$ cat src/rtl/keypad_pkg.sv
// keypad_pkg: shared scan FSM state type, default timing constants and index helpers.
package keypad_pkg;

   typedef enum logic [1:0] {SCAN, DEBOUNCE, HELD, RELEASE} state_t;

   localparam int SCAN_CYCLES_DEF     = 4;
   localparam int DEBOUNCE_CYCLES_DEF = 8;

   // Lowest-index low bit of an active-low 4-bit vector (caller guarantees one is low).
   function automatic logic [1:0] low_idx(input logic [3:0] v);
      return !v[0] ? 2'd0 : !v[1] ? 2'd1 : !v[2] ? 2'd2 : 2'd3;
   endfunction

endpackage

$ cat src/rtl/sync2.sv
// sync2: parameterized-width two-flop synchronizer, resets to all ones (idle rows).
module sync2 #(
   parameter int W = 4
) (
   input  logic         clk,
   input  logic         rst,
   input  logic [W-1:0] d_i,
   output logic [W-1:0] q_o
);

   logic [W-1:0] s1_q, s2_q;

   always_ff @(posedge clk or posedge rst) begin
      if (rst) begin
         s1_q <= '1;
         s2_q <= '1;
      end else begin
         s1_q <= d_i;
         s2_q <= s1_q;
      end
   end

   assign q_o = s2_q;

endmodule

$ cat src/rtl/keypad_scan_ctrl.sv
// keypad_scan_ctrl: 4x4 keypad column scanner with press/release debounce and one-hot key report.
module keypad_scan_ctrl
   import keypad_pkg::*;
#(
   parameter int SCAN_CYCLES     = SCAN_CYCLES_DEF,
   parameter int DEBOUNCE_CYCLES = DEBOUNCE_CYCLES_DEF
) (
   input  logic        clk,
   input  logic        reset,
   input  logic [3:0]  row,
   output logic [3:0]  col,
   output logic        new_key,
   output logic [15:0] key_pressed_value
);

   localparam int CW = $clog2(SCAN_CYCLES > DEBOUNCE_CYCLES ? SCAN_CYCLES : DEBOUNCE_CYCLES);
   localparam logic [CW-1:0] SCAN_LAST = CW'(SCAN_CYCLES - 1);
   localparam logic [CW-1:0] DB_LAST   = CW'(DEBOUNCE_CYCLES - 1);

   state_t        state_q;
   logic [CW-1:0] dcnt_q;
   logic [3:0]    col_q;
   logic [1:0]    rsel_q;
   logic [1:0]    csel_q;
   logic          new_key_q;
   logic [15:0]   kpv_q;
   logic [3:0]    row_s;
   logic          key_low;
   logic [3:0]    col_nxt;

   sync2 #(.W(4)) u_sync (
      .clk (clk),
      .rst (reset),
      .d_i (row),
      .q_o (row_s)
   );

   assign key_low = ~row_s[rsel_q];
   assign col_nxt = {col_q[2:0], col_q[3]};

   // One counter times both the column dwell and the press/release debounce.
   always_ff @(posedge clk or posedge reset) begin
      if (reset) begin
         state_q   <= SCAN;
         dcnt_q    <= '0;
         col_q     <= 4'b1110;
         rsel_q    <= 2'd0;
         csel_q    <= 2'd0;
         new_key_q <= 1'b0;
         kpv_q     <= 16'h0000;
      end else begin
         new_key_q <= 1'b0;
         case (state_q)
            SCAN: begin
               if (dcnt_q == SCAN_LAST) begin
                  dcnt_q <= '0;
                  if (row_s != 4'hF) begin
                     rsel_q  <= low_idx(row_s);
                     csel_q  <= low_idx(col_q);
                     state_q <= DEBOUNCE;
                  end else begin
                     col_q <= col_nxt;
                  end
               end else begin
                  dcnt_q <= dcnt_q + 1'b1;
               end
            end
            DEBOUNCE: begin
               if (!key_low) begin
                  dcnt_q  <= '0;
                  col_q   <= col_nxt;
                  state_q <= SCAN;
               end else if (dcnt_q == DB_LAST) begin
                  dcnt_q    <= '0;
                  new_key_q <= 1'b1;
                  kpv_q     <= 16'(1) << {rsel_q, csel_q};
                  state_q   <= HELD;
               end else begin
                  dcnt_q <= dcnt_q + 1'b1;
               end
            end
            HELD: begin
               if (!key_low) begin
                  dcnt_q  <= '0;
                  state_q <= RELEASE;
               end
            end
            RELEASE: begin
               if (key_low) begin
                  dcnt_q  <= '0;
                  state_q <= HELD;
               end else if (dcnt_q == DB_LAST) begin
                  dcnt_q  <= '0;
                  col_q   <= col_nxt;
                  state_q <= SCAN;
               end else begin
                  dcnt_q <= dcnt_q + 1'b1;
               end
            end
            default: state_q <= SCAN;
         endcase
      end
   end

   assign col               = col_q;
   assign new_key           = new_key_q;
   assign key_pressed_value = kpv_q;

endmodule

$ cat config.mk
export PLATFORM = sky130hd
export DESIGN_NAME = keypad_scan_ctrl
export DESIGN_NICKNAME = d
export VERILOG_FILES = /design/src/rtl/keypad_pkg.sv /design/src/rtl/sync2.sv /design/src/rtl/keypad_scan_ctrl.sv
export SDC_FILE = /design/constraint.sdc
export NUM_CORES = 1
export LEC_CHECK = 0
export CORE_MARGIN = 4
export CORE_UTILIZATION = 25
export DETAILED_ROUTE_END_ITERATION = 8
export PLACE_DENSITY_LB_ADDON = 0.08
export SLEW_MARGIN = 10
export SYNTH_ARGS = -nofsm -noshare
export SYNTH_HDL_FRONTEND = slang
export SYNTH_SLANG_ARGS = --single-unit
$ cat constraint.sdc
create_clock -name clk -period 2.4 [get_ports clk]
set_clock_uncertainty 0.15 [all_clocks]
set_input_delay 0.48 -clock clk [delete_from_list [all_inputs] [get_ports clk]]
set_output_delay 0.48 -clock clk [all_outputs]
set_load 0.005 [all_outputs]
==> metrics.txt <==
Final Hold Violating Endpoints=0; GRT overflow=0; Rows=29; Pwr Density=814.8 nW/µm²; Slew Limit Headroom=68.00%; cell count after synthesis=148; Via density=4.688; worst slew pin tran=0.4801 ns; worst endpoint required time=2.42 ns; TritonCTS clock tree=built; fmax=445.0 MHz; worst-skew pair later-pin latency=0.29 ns; routed vias=1200; CORE AREA=6495 µm²; top cells by area, synth=dfrtp_1, dfstp_2, nand2_1; routability cong.=0.7573; # DRC=0; first-pass GRT wire length=5878 µm; Routed WL per cell=13.72 µm; final setup margin=0.1526 ns; initial antenna violation count=0; Root Driver=clkbuf_8; pre-CTS setup slack=0.1069 ns; Post-synth EDFFs=0; R2R depth=5; Startpoint Class=flop; postcts setup bufs=0; # setup viols final=0; initial core utilization=26.22%; Die ar.=8196 µm²; H-tree Lvls=2; Synth Cell Area=1703 µm²; Die H=90.53 µm; RSZ-0062 raised after global routing=no; worst setup path endpoint=col[0]; status=complete, no violations; Yosys reg bits=38; IO Port Bufs=26; CP max FO=4; Die Width=90.53 µm; Worst-path clk slew=0.07 ns; share of post-route cells with drive strength above 1=21.79%; dominant cell by count in the synthesized netlist=dfrtp_1; Yosys warnings=0; Netlist cell types=30; first drt pass iteration count=4; largest net degree at the start of global routing=39; top cells by count, synth=dfrtp_1, nand2_1, dfstp_2; fin crit period=2.247 ns; syn_area_per_cell=11.51 µm²; period utilization=93.64%; Critical Path AT=2.27 ns; Top FF cell, synth=dfrtp_1; Critical path origin=dcnt_q[0]; Setup TNS=0 ns; largest vdd supply drop=0.0002751 V; number of buffers created by CTS=5; DRT antenna net count=0; ys async rst share=100.0%; Antenna Cells=0; R2R Path Start=dcnt_q[0]; kind of critical path=flop to flop; Nets=189; top-area cell type share of the netlist area=39.68%; CTS sink cnt=38; leakage=0.9308 nW; post-synth top area cell=dfrtp_1; HPWL after DPL=2544 µm; number of max-cap violations=0; vias in the first global route=1172; syn nets=159; reg2reg setup slack=0.15 ns; Worst Hold Class=flop to flop; critical path endpoint category=flop; Starting DRT DRC Count=58; GRT Overall Usage=9.064%; sequential area share after synthesis=56.65%; Area growth syn-to-layout=27.70%; max-slew violations=0; Detailed Route WL=3513 µm; final design utilization=33.48%; clk buf depth=2; I/O pin total=27; worst reg2reg path endpoint=col[0]
-- final cells by class --
cell class / count / area, µm²
Multi-Input combinational cell: 93 / 654.4
Fill cell: 647 / 4320
Clock buffer: 7 / 118.9
Timing Repair Buffer: 31 / 297.8
Tap cell: 77 / 96.34
Inverter: 9 / 33.78
Sequential cell: 38 / 964.7
Clock inverter: 1 / 8.758
-- worst min-delay path by stage --
stage                     slack [ns]            end  cells after the start            from
after floorplan                 0.20  u_sync.q_o[0]                      0  u_sync.s1_q[0]
after global placement          0.20  u_sync.q_o[1]                      0  u_sync.s1_q[1]
after detailed placement        0.20  u_sync.q_o[1]                      0  u_sync.s1_q[1]
after CTS                       0.21  u_sync.q_o[1]                      0  u_sync.s1_q[1]
after global routing            0.21  u_sync.q_o[1]                      0  u_sync.s1_q[1]
final                           0.21  u_sync.q_o[1]                      0  u_sync.s1_q[1]
-- per-layer routing --
metal  share of wire, %  track usage [%]
met5                  0                0
met4                1.2            3.827
met3                4.4            3.000
met2                 46            13.34
met1                 49            12.12
-- critical path, stage by stage (launching register included) --
cell     delay, ns
dfrtp_1       0.40
ha_2          0.23
ha_2          0.21
or4b_2        0.59
nand4_1       0.19
mux2_2        0.36
-- state kept, by name, indices dropped and copies added, names as in the netlist, named ones only --
register and cells:
rsel_q 2, u_sync.q_o 4, dcnt_q 3, csel_q 2, u_sync.s1_q 4, new_key 1
col 4, state_q 1, key_pressed_value 16
-- power breakdown --
part	switching, mW	internal, mW	total (mW)
sequential	0.0542	0.704	0.759
clock	0.235	0.333	0.568
combinational	0.251	0.194	0.445
total	0.541	1.23	1.77
-- through the flow --
step	power [mW]	hold WS (ns)	instance area, µm²	cells
after global routing	1.892	0.2139	2175	256
after floorplan	1.084	0.1952	1703	148
final	1.772	0.2081	2175	256
after detailed placement	1.209	0.1972	2042	248
after global placement	1.205	0.1988	2042	248
after CTS	1.794	0.2093	2170	256
-- cell usage in the layout (no fill, tap or decap), drive strengths merged, types with 5 or more instances in the layout --
| master | n |
|---|---|
| ha | 5 |
| o21ai | 6 |
| mux2 | 6 |
| o31ai | 9 |
| inv | 9 |
| dfstp | 11 |
| buf | 5 |
| clkbuf | 7 |
| nand2 | 26 |
| nand3 | 8 |
| clkdlybuf4s50 | 26 |
| o41ai | 6 |
| dfrtp | 27 |
-- logic make-up after synthesis --
family | after synthesis | share of synthesized area [%]
muxes | 8 | 5.878
DFF | 38 | 56.65
AOI/OAI and AO/OA | 30 | 13.81
and+or+nand+nor | 50 | 14.77
buffers and inverters | 17 | 5.216
adders and majority gates | 5 | 3.674
-- timing repair --
| item | in CTS | in global routing |
|---|---|---|
| resized for setup | 0 | 2 |
| setup endpoints to repair | 0 | 1 |
| hold buffers | 0 | 0 |
(Power assumes the default switching activity.)
